$ cat src/rtl/lc3_pkg.sv
// rtl/lc3_pkg.sv - shared LC-3 opcodes, e_control field positions and decode helpers
package lc3_pkg;

    localparam logic [3:0] OP_BR  = 4'b0000;
    localparam logic [3:0] OP_ADD = 4'b0001;
    localparam logic [3:0] OP_LD  = 4'b0010;
    localparam logic [3:0] OP_ST  = 4'b0011;
    localparam logic [3:0] OP_AND = 4'b0101;
    localparam logic [3:0] OP_LDR = 4'b0110;
    localparam logic [3:0] OP_STR = 4'b0111;
    localparam logic [3:0] OP_NOT = 4'b1001;
    localparam logic [3:0] OP_LDI = 4'b1010;
    localparam logic [3:0] OP_STI = 4'b1011;
    localparam logic [3:0] OP_JMP = 4'b1100;
    localparam logic [3:0] OP_LEA = 4'b1110;

    localparam int ECTL_ALU_HI    = 5;
    localparam int ECTL_ALU_LO    = 4;
    localparam int ECTL_PCSEL1_HI = 3;
    localparam int ECTL_PCSEL1_LO = 2;
    localparam int ECTL_PCSEL2    = 1;
    localparam int ECTL_OP2SEL    = 0;

    typedef enum logic [1:0] {
        ALU_ADD  = 2'b00,
        ALU_AND  = 2'b01,
        ALU_NOT  = 2'b10,
        ALU_ZERO = 2'b11
    } alu_op_e;

    typedef enum logic [1:0] {
        PC_OFF11 = 2'b00,
        PC_OFF9  = 2'b01,
        PC_OFF6  = 2'b10,
        PC_OFF0  = 2'b11
    } pc_off_e;

    function automatic logic is_store(input logic [3:0] op);
        return (op == OP_ST) || (op == OP_STR) || (op == OP_STI);
    endfunction

    function automatic logic is_alu_op(input logic [3:0] op);
        return (op == OP_ADD) || (op == OP_AND) || (op == OP_NOT);
    endfunction

    function automatic logic writes_dr(input logic [3:0] op);
        return is_alu_op(op) || (op == OP_LD) || (op == OP_LDR) ||
               (op == OP_LDI) || (op == OP_LEA);
    endfunction

endpackage

$ cat src/rtl/exec_alu.sv
// rtl/exec_alu.sv - combinational ALU and PC/address adder for the execute stage
module exec_alu
    import lc3_pkg::*;
(
    input  logic [1:0]  alu_control_i,
    input  logic [1:0]  pcselect1_i,
    input  logic        pcselect2_i,
    input  logic [15:0] op1_i,
    input  logic [15:0] op2_i,
    input  logic [15:0] npc_i,
    input  logic [10:0] ir_off_i,
    output logic [15:0] alu_result_o,
    output logic [15:0] pc_result_o
);

    logic [15:0] base;
    logic [15:0] offset;

    always_comb begin
        alu_result_o = 16'h0000;
        case (alu_op_e'(alu_control_i))
            ALU_ADD:  alu_result_o = op1_i + op2_i;
            ALU_AND:  alu_result_o = op1_i & op2_i;
            ALU_NOT:  alu_result_o = ~op1_i;
            ALU_ZERO: alu_result_o = 16'h0000;
            default:  alu_result_o = 16'h0000;
        endcase
    end

    always_comb begin
        offset = 16'h0000;
        case (pc_off_e'(pcselect1_i))
            PC_OFF11: offset = {{5{ir_off_i[10]}}, ir_off_i[10:0]};
            PC_OFF9:  offset = {{7{ir_off_i[8]}}, ir_off_i[8:0]};
            PC_OFF6:  offset = {{10{ir_off_i[5]}}, ir_off_i[5:0]};
            PC_OFF0:  offset = 16'h0000;
            default:  offset = 16'h0000;
        endcase
    end

    assign base        = pcselect2_i ? npc_i : op1_i;
    assign pc_result_o = base + offset;

endmodule

$ cat src/rtl/execute.sv
// rtl/execute.sv - LC-3 execute stage; define EXEC_BYPASS_EN to enable operand forwarding
module execute
    import lc3_pkg::*;
(
    input  logic        clk,
    input  logic        rst,
    input  logic        enable_execute,
    input  logic [5:0]  e_control,
    input  logic [15:0] ir,
    input  logic [15:0] npc_in,
    input  logic [1:0]  w_control_in,
    input  logic        mem_control_in,
    input  logic [15:0] VSR1,
    input  logic [15:0] VSR2,
    input  logic        bypass_alu_1,
    input  logic        bypass_alu_2,
    input  logic        bypass_mem_1,
    input  logic        bypass_mem_2,
    input  logic [15:0] mem_bypass_val,
    output logic [2:0]  sr1,
    output logic [2:0]  sr2,
    output logic [15:0] aluout,
    output logic [15:0] pcout,
    output logic [15:0] M_Data,
    output logic [15:0] IR_Exec,
    output logic [2:0]  dr,
    output logic [2:0]  NZP,
    output logic [1:0]  W_Control_out,
    output logic        Mem_Control_out
);

    logic [3:0]  opcode;
    logic [15:0] op1;
    logic [15:0] vsr2_eff;
    logic [15:0] op2;
    logic [15:0] alu_result;
    logic [15:0] pc_result;

    logic [15:0] aluout_q, aluout_d;
    logic [15:0] pcout_q,  pcout_d;
    logic [15:0] m_data_q, m_data_d;
    logic [15:0] ir_exec_q, ir_exec_d;
    logic [2:0]  dr_q, dr_d;
    logic [2:0]  nzp_q, nzp_d;
    logic [1:0]  w_control_q, w_control_d;
    logic        mem_control_q, mem_control_d;

    assign opcode = ir[15:12];
    assign sr1    = ir[8:6];
    assign sr2    = is_store(opcode) ? ir[11:9] : ir[2:0];

`ifdef EXEC_BYPASS_EN
    // ALU forwarding is the younger result, so it wins over the memory path
    assign op1      = bypass_alu_1 ? aluout_q : (bypass_mem_1 ? mem_bypass_val : VSR1);
    assign vsr2_eff = bypass_alu_2 ? aluout_q : (bypass_mem_2 ? mem_bypass_val : VSR2);
`else
    logic unused_bypass;
    assign unused_bypass = ^{bypass_alu_1, bypass_alu_2, bypass_mem_1, bypass_mem_2,
                             mem_bypass_val};
    assign op1      = VSR1;
    assign vsr2_eff = VSR2;
`endif

    assign op2 = e_control[ECTL_OP2SEL] ? vsr2_eff : {{11{ir[4]}}, ir[4:0]};

    exec_alu u_exec_alu (
        .alu_control_i (e_control[ECTL_ALU_HI:ECTL_ALU_LO]),
        .pcselect1_i   (e_control[ECTL_PCSEL1_HI:ECTL_PCSEL1_LO]),
        .pcselect2_i   (e_control[ECTL_PCSEL2]),
        .op1_i         (op1),
        .op2_i         (op2),
        .npc_i         (npc_in),
        .ir_off_i      (ir[10:0]),
        .alu_result_o  (alu_result),
        .pc_result_o   (pc_result)
    );

    always_comb begin
        aluout_d      = is_alu_op(opcode) ? alu_result : aluout_q;
        pcout_d       = pc_result;
        m_data_d      = vsr2_eff;
        ir_exec_d     = ir;
        dr_d          = writes_dr(opcode) ? ir[11:9] : 3'b000;
        nzp_d         = 3'b000;
        w_control_d   = w_control_in;
        mem_control_d = mem_control_in;
        if (opcode == OP_BR) begin
            nzp_d = ir[11:9];
        end else if (opcode == OP_JMP) begin
            nzp_d = 3'b111;
        end
    end

    always_ff @(posedge clk or negedge rst) begin
        if (!rst) begin
            aluout_q      <= 16'h0000;
            pcout_q       <= 16'h0000;
            m_data_q      <= 16'h0000;
            ir_exec_q     <= 16'h0000;
            dr_q          <= 3'b000;
            nzp_q         <= 3'b000;
            w_control_q   <= 2'b00;
            mem_control_q <= 1'b0;
        end else if (enable_execute) begin
            aluout_q      <= aluout_d;
            pcout_q       <= pcout_d;
            m_data_q      <= m_data_d;
            ir_exec_q     <= ir_exec_d;
            dr_q          <= dr_d;
            nzp_q         <= nzp_d;
            w_control_q   <= w_control_d;
            mem_control_q <= mem_control_d;
        end
    end

    assign aluout          = aluout_q;
    assign pcout           = pcout_q;
    assign M_Data          = m_data_q;
    assign IR_Exec         = ir_exec_q;
    assign dr              = dr_q;
    assign NZP             = nzp_q;
    assign W_Control_out   = w_control_q;
    assign Mem_Control_out = mem_control_q;

endmodule
$ cat config.mk
export PLATFORM = sky130hd
export DESIGN_NAME = execute
export DESIGN_NICKNAME = d
export VERILOG_FILES = /design/src/rtl/lc3_pkg.sv /design/src/rtl/exec_alu.sv /design/src/rtl/execute.sv
export SDC_FILE = /design/constraint.sdc
export NUM_CORES = 1
export LEC_CHECK = 0
export ABC_AREA = 1
export CORE_MARGIN = 1
export CORE_UTILIZATION = 51
export CTS_CLUSTER_DIAMETER = 30
export DETAILED_ROUTE_END_ITERATION = 10
export GPL_ROUTABILITY_DRIVEN = 1
export HOLD_SLACK_MARGIN = 0.15
export PLACE_DENSITY = 0.95
export SYNTH_ARGS = -nofsm -noshare
export SYNTH_HDL_FRONTEND = slang
export SYNTH_SLANG_ARGS = --single-unit
$ cat constraint.sdc
create_clock -name clk -period 1.4 [get_ports clk]
set_input_delay 0.35 -clock clk [delete_from_list [all_inputs] [get_ports clk]]
set_output_delay 0.35 -clock clk [all_outputs]
set_load 0.02 [all_outputs]
==> results.yml, run 1 <==
outcome:
  run_status: "did not finish"
  haltStage: "global routing (5_1_grt)"
  flow.first_error: "[ERROR GRT-0116] Global routing finished with congestion. Check the congestion regions in the DRC Viewer."
logic_synthesis:
  synthArstFlopShare_pct: 100.0
  netlist.area_leader.share_pct: 34.80
  synth_top_cell_by_area: "sky130_fd_sc_hd__dfrtp_1"
  yosys_warnings: 0
  synth.ff_latch_count: 73
  synth_sequential_area_ratio_pct: 34.80
  synth_top_cells_by_area: "sky130_fd_sc_hd__dfrtp_1 (35%), sky130_fd_sc_hd__nand2_1 (22%), sky130_fd_sc_hd__ha_1 (7.4%)"
  synth-edff-count: 0
  synth.lib_cells_used.distinct: 48
  syn-mean-instance-area_um2: 6.934
  syn-instance-count: 757
  synth_ff_type: "sky130_fd_sc_hd__dfrtp_1"
  nets_in_the_synthesized_netlist: 886
  synth_area_um2: 5249
place:
  worst_slack_placed_ns: -1.312
  placedCellCount: 1122
  place_hpwl_mm: 13.80
  numPortBuffers: 154
  finalWeightedCongestion: 0.9600
clocking:
  cts_htree_levels: 3
  numCtsBuffers: 9
  clock-sinks: 73
  ctsLongestPathBuffers: 2
  root_buffer_master: "sky130_fd_sc_hd__clkbuf_8"
global_route:
  grt_remaining_overflow: 3
  grt_usage_pct: 73.12
  grt_pass1_wl_mm: 55.83
  vias_in_the_first_global_route: 9200
  grt_max_degree: 74
floorplan:
  die_extent_in_x_um: 103.5
  rows: 36
  start_util_pct: 53.21
  vertical_extent_of_the_die_um: 103.5
  boundaryPins: 175
## stage by stage
step | TNS [ns] | instance area (µm²) | hold slack, ns | util, %
after CTS | -8.857 | 9186 | 0.3031 | 93.13
after global placement | -41.13 | 7918 | 0.4014 | 80.26
after detailed placement | -44.46 | 7918 | 0.4022 | 80.26
after floorplan | -12.04 | 5597 | 0.05441 | -
## timing repair
item                                    in CTS
cloned                                       3
pin swaps                                  125
hold endpoints to repair                    73
hold buffers                                 1
gates resized for setup                    527
setup buffers                               31
endpoints found under the setup margin     111
## metal layers
layer / GRT usage [%] / overflow
met1: 73.38 / 1
met2: 87.01 / 0
met3: 63.37 / 0
met4: 69.01 / 2
met5: 26.92 / 0
## Yosys cell counts (2+ instances only)
master and count:
sky130_fd_sc_hd__or2_2 8, sky130_fd_sc_hd__inv_2 7, sky130_fd_sc_hd__a2bb2oi_1 4, sky130_fd_sc_hd__xnor2_1 4
sky130_fd_sc_hd__a221oi_1 7, sky130_fd_sc_hd__nand3_1 37, sky130_fd_sc_hd__dfrtp_1 73, sky130_fd_sc_hd__fa_1 2
sky130_fd_sc_hd__o21ai_0 39, sky130_fd_sc_hd__nand4_1 3, sky130_fd_sc_hd__ha_1 31, sky130_fd_sc_hd__nand2_1 301
sky130_fd_sc_hd__nor3_1 3, sky130_fd_sc_hd__nor3_2 2, sky130_fd_sc_hd__or2_0 2, sky130_fd_sc_hd__inv_1 87
sky130_fd_sc_hd__buf_6 3, sky130_fd_sc_hd__nand3b_1 7, sky130_fd_sc_hd__xor2_1 3, sky130_fd_sc_hd__a21boi_1 5
sky130_fd_sc_hd__or2_1 2, sky130_fd_sc_hd__o21ai_1 5, sky130_fd_sc_hd__buf_2 6, sky130_fd_sc_hd__nor2_1 34
sky130_fd_sc_hd__nor2_2 4, sky130_fd_sc_hd__o211ai_1 3, sky130_fd_sc_hd__buf_1 6, sky130_fd_sc_hd__o22ai_1 6
sky130_fd_sc_hd__clkbuf_1 5, sky130_fd_sc_hd__a21oi_1 27, sky130_fd_sc_hd__mux2_2 7, sky130_fd_sc_hd__nand2_2 5
sky130_fd_sc_hd__buf_4 3, sky130_fd_sc_hd__nor2_4 2
## kinds of logic after synthesis
kind of cell | count (synthesis) | synth area share (%)
AND/OR/NAND/NOR | 414 | 33.09
buffers and inverters | 117 | 9.154
AO/OA/AOI/OAI | 106 | 12.13
flip-flops | 73 | 34.80
adder cells (fa/ha/maj) | 33 | 8.153
XOR/XNOR | 7 | 1.168
multiplexers | 7 | 1.502
==> run 2, diff against run 1 <==
- CORE_UTILIZATION: 51 -> 40
- CTS_CLUSTER_DIAMETER: 30 -> unset
- HOLD_SLACK_MARGIN: 0.15 -> unset
- PLACE_DENSITY: 0.95 -> unset
- PLACE_DENSITY_LB_ADDON: unset -> 0.15
==> run 2 against run 1 <==
The flow now finishes, with violations (negative setup slack). Synthesized cell count unchanged. Area after synthesis is the same.
==> results.yml, run 2 <==
outcome:
  run_status: "complete, but fails checks"
  failed_checks: "negative setup slack"
power_and_ir_drop:
  cellPowerDensity_nw_per_um2: 946.8
  leakage_nw: 4.737
  power.ir.vdd_worst_mv: 0.6234
floorplan:
  vertical_extent_of_the_die_um: 116.6
  die_extent_in_x_um: 116.6
  rows: 41
  boundaryPins: 175
  placeableCoreArea_um2: 12720
  die_area_um2: 13580
  start_util_pct: 41.26
logic_synthesis:
  nets_in_the_synthesized_netlist: 886
  synth_top_cells_by_area: "sky130_fd_sc_hd__dfrtp_1 (35%), sky130_fd_sc_hd__nand2_1 (22%), sky130_fd_sc_hd__ha_1 (7.4%)"
  syn-mean-instance-area_um2: 6.934
  synth_ff_type: "sky130_fd_sc_hd__dfrtp_1"
  synth.lib_cells_used.distinct: 48
  synthXorXnorAreaFrac_pct: 1.168
  synth-edff-count: 0
  fraction_of_the_mapped_netlist_area_in_compound_gates_pct: 12.13
  synth_simple_gate_area_share_pct: 33.09
  synth_top_family_by_area: "simple AND/OR/NAND/NOR gates"
  synth.ff_latch_count: 73
  syn-instance-count: 757
  synth_top_cells_by_count: "sky130_fd_sc_hd__nand2_1 (301), sky130_fd_sc_hd__inv_1 (87), sky130_fd_sc_hd__dfrtp_1 (73)"
  synth_top_cell_by_area: "sky130_fd_sc_hd__dfrtp_1"
  yosys_warnings: 0
  synth_area_um2: 5249
  synth.most_common_cell: "sky130_fd_sc_hd__nand2_1"
  synthArstFlopShare_pct: 100.0
  synth_mux_area_share_pct: 1.502
  synth_sequential_area_ratio_pct: 34.80
  synth_adder_area_share_pct: 8.153
  netlist.area_leader.share_pct: 34.80
clocking:
  clkSlewWorstSetupHoldPaths_ns: 0.06
  cts_htree_levels: 3
  clock_latency_ns: 0.34
  root_buffer_master: "sky130_fd_sc_hd__clkbuf_16"
  cts_tree: "built"
  numCtsBuffers: 9
  ctsLongestPathBuffers: 2
  clock-sinks: 73
routing:
  wire_per_inst_um: 16.54
  post_drt_via_cell_ratio: 5.007
  drt_pre_antenna_iters: 4
  detail_route.wirelength_mm: 20.18
  number_of_drc_markers_after_the_initial_detailed_route_iteration: 326
  drc: 0
  detail-route-antenna-nets: 0
  via_count: 6108
sta:
  report.final.slew_viol_count: 0
  fin_worst_skew_ns: 0
  final.setup.worst_slack_ns: -0.4326
  max_freq_mhz: 545.7
  worstMarginPinSlew_ns: 0.4053
  period_needed_ns: 1.833
  hold_viol_final: 0
  setup_viol: 30
  setup_total_negative_slack_ns: -8.632
  unrepaired_setup_endpoints_after_global_routing: "yes"
  max-slew-margin-rel_pct: 72.98
  final_min_period_over_clock_period_pct: 130.9
finish:
  final_nets: 1171
  area.growth.synth_to_final_pct: 80.74
  layout_common_cells: "sky130_fd_sc_hd__nand2_1 (224), sky130_fd_sc_hd__buf_4 (127), sky130_fd_sc_hd__dfrtp_1 (73)"
  fraction_of_final_layout_cells_sized_beyond_drive_strength_1_pct: 43.88
  layout.cells.most_common: "sky130_fd_sc_hd__nand2_1"
  final_standard_cell_count_with_taps_included_and_fillers_excluded: 1220
global_route:
  grt_remaining_overflow: 0
  grt_pass1_wl_mm: 31.01
  vias_in_the_first_global_route: 6267
  grt_usage_pct: 30.32
  grt_max_degree: 42
  grt_antenna_before_repair: 1
critical_path:
  critPathLaunchType: "input port"
  critical_path.slowest_cell: "sky130_fd_sc_hd__fa_2"
  cpLargestDelayFamily: "adder cells"
  crit_path_max_fanout: 7
  worst_setup_ep_type: "flip-flop"
  delay_of_the_slowest_cell_on_the_worst_path_ns: 0.39
  worst_path_cell_trace: "buf_8, buf_12, mux2_4, ha_4, fa_2, nand3_2, nand2_2, inv_2, o21bai_4, nand2_2, nand3b_1, nand3_1, nand2_1"
  worst-setup-path-type: "input port to flip-flop"
  worst-endpoint-required_ns: 1.64
  cp_common_cell: "sky130_fd_sc_hd__nand2_2"
  critPathArrivalTime_ns: 2.07
  count_of_buffering_cells_on_the_critical_path_with_inverters_included: 3
job:
  max-cap-violations: 0
place:
  placedCellCount: 1174
  finalWeightedCongestion: 0.9113
  place_hpwl_mm: 14.78
  numPortBuffers: 154
min_path:
  hold_path.class: "input port to flip-flop"
## run 2: cell counts after synthesis
Identical to the previous run, type by type.
## run 2: logic make-up (layout without fill, tap and decap cells)
family,Yosys count,after routing
and+or+nand+nor,414,415
buffers and inverters,117,405
AOI/OAI and AO/OA,106,106
DFF,73,73
adders and majority gates,33,33
xor gates and xnor gates,7,7
muxes,7,7
other,0,2
## run 2: area by class of cell
| type | instances | area (µm²) |
|---|---|---|
| inverters | 94 | 377.9 |
| clock inverters | 5 | 57.56 |
| multi-input cells | 568 | 4233 |
| repair buffers | 296 | 2542 |
| well taps | 172 | 215.2 |
| flip-flops and latches | 73 | 1827 |
| clock buffers | 10 | 229.0 |
| diodes | 2 | 5.005 |
| fillers | 986 | 3236 |
## run 2: final timing paths
kind | from | to | slack [ns] | depth (start not counted)
worst min register to register | M_Data[2]$_DFFE_PN0P_ | M_Data[2]$_DFFE_PN0P_ | 0.47 | 2
max in group asynchronous | rst | aluout[5]$_DFFE_PN0P_ | 0.48 | 3
worst min-delay path | VSR2[0] | M_Data[0]$_DFFE_PN0P_ | 0.26 | 3
min in group asynchronous | rst | IR_Exec[11]$_DFFE_PN0P_ | 0.45 | 2
worst max register to register | aluout[10]$_DFFE_PN0P_ | aluout[10]$_DFFE_PN0P_ | 0.45 | 2
worst max-delay path | e_control[1] | pcout[14]$_DFFE_PN0P_ | -0.43 | 13
## run 2: what timing repair did
item / CTS / global route
endpoints found under the setup margin: 111 / 72
pin swaps: 103 / 76
hold buffers: 1 / 0
resized for setup: 455 / 144
gates cloned: 3 / 0
setup buffers: 18 / 10
endpoints found under the hold margin: 17 / 0
## run 2: power by group
part           leakage [nW]  total (W)  switching (W)  internal [W]
registers             0.890    0.00259       0.000175       0.00241
clock network         0.142    0.00233       0.000955       0.00137
logic                  3.70    0.00407        0.00223       0.00184
total                  4.74    0.00898        0.00336       0.00562
## run 2: layer usage
layer | GRT usage, % | wire length (µm) | vias to the layer above
li1 | - | - | 2991
met5 | 0 | 0 | -
met2 | 52.94 | 10130 | 182
met1 | 36.13 | 8276 | 2881
met3 | 4.048 | 904 | 54
met4 | 16.46 | 874 | 0
## run 2: metrics by stage
| step | cell area, µm² | hold slack [ns] | total power (W) | utilization [%] | setup WS (ns) |
|---|---|---|---|---|---|
| 3_5_place_dp | 8064 | 0.2769 | 0.006120 | 63.39 | -1.269 |
| 6_report | 9487 | 0.2630 | 0.008982 | 74.57 | -0.4326 |
| 5_1_grt | 9487 | 0.2951 | 0.009443 | 74.57 | -0.5066 |
| 4_1_cts | 9189 | 0.2504 | 0.008729 | 72.23 | -0.4107 |
| 2_1_floorplan | 5597 | 0.05441 | 0.004419 | - | -0.6708 |
| 3_3_place_gp | 8064 | 0.2711 | 0.006053 | 63.39 | -1.199 |
## run 2: worst min-delay path, delay by kind of cell
family / cells / cell delay [ns]
buffers and inverters: 1 / 0.11
and+or+nand+nor: 2 / 0.11
No activity file was read; power rests on OpenSTA's default activity.
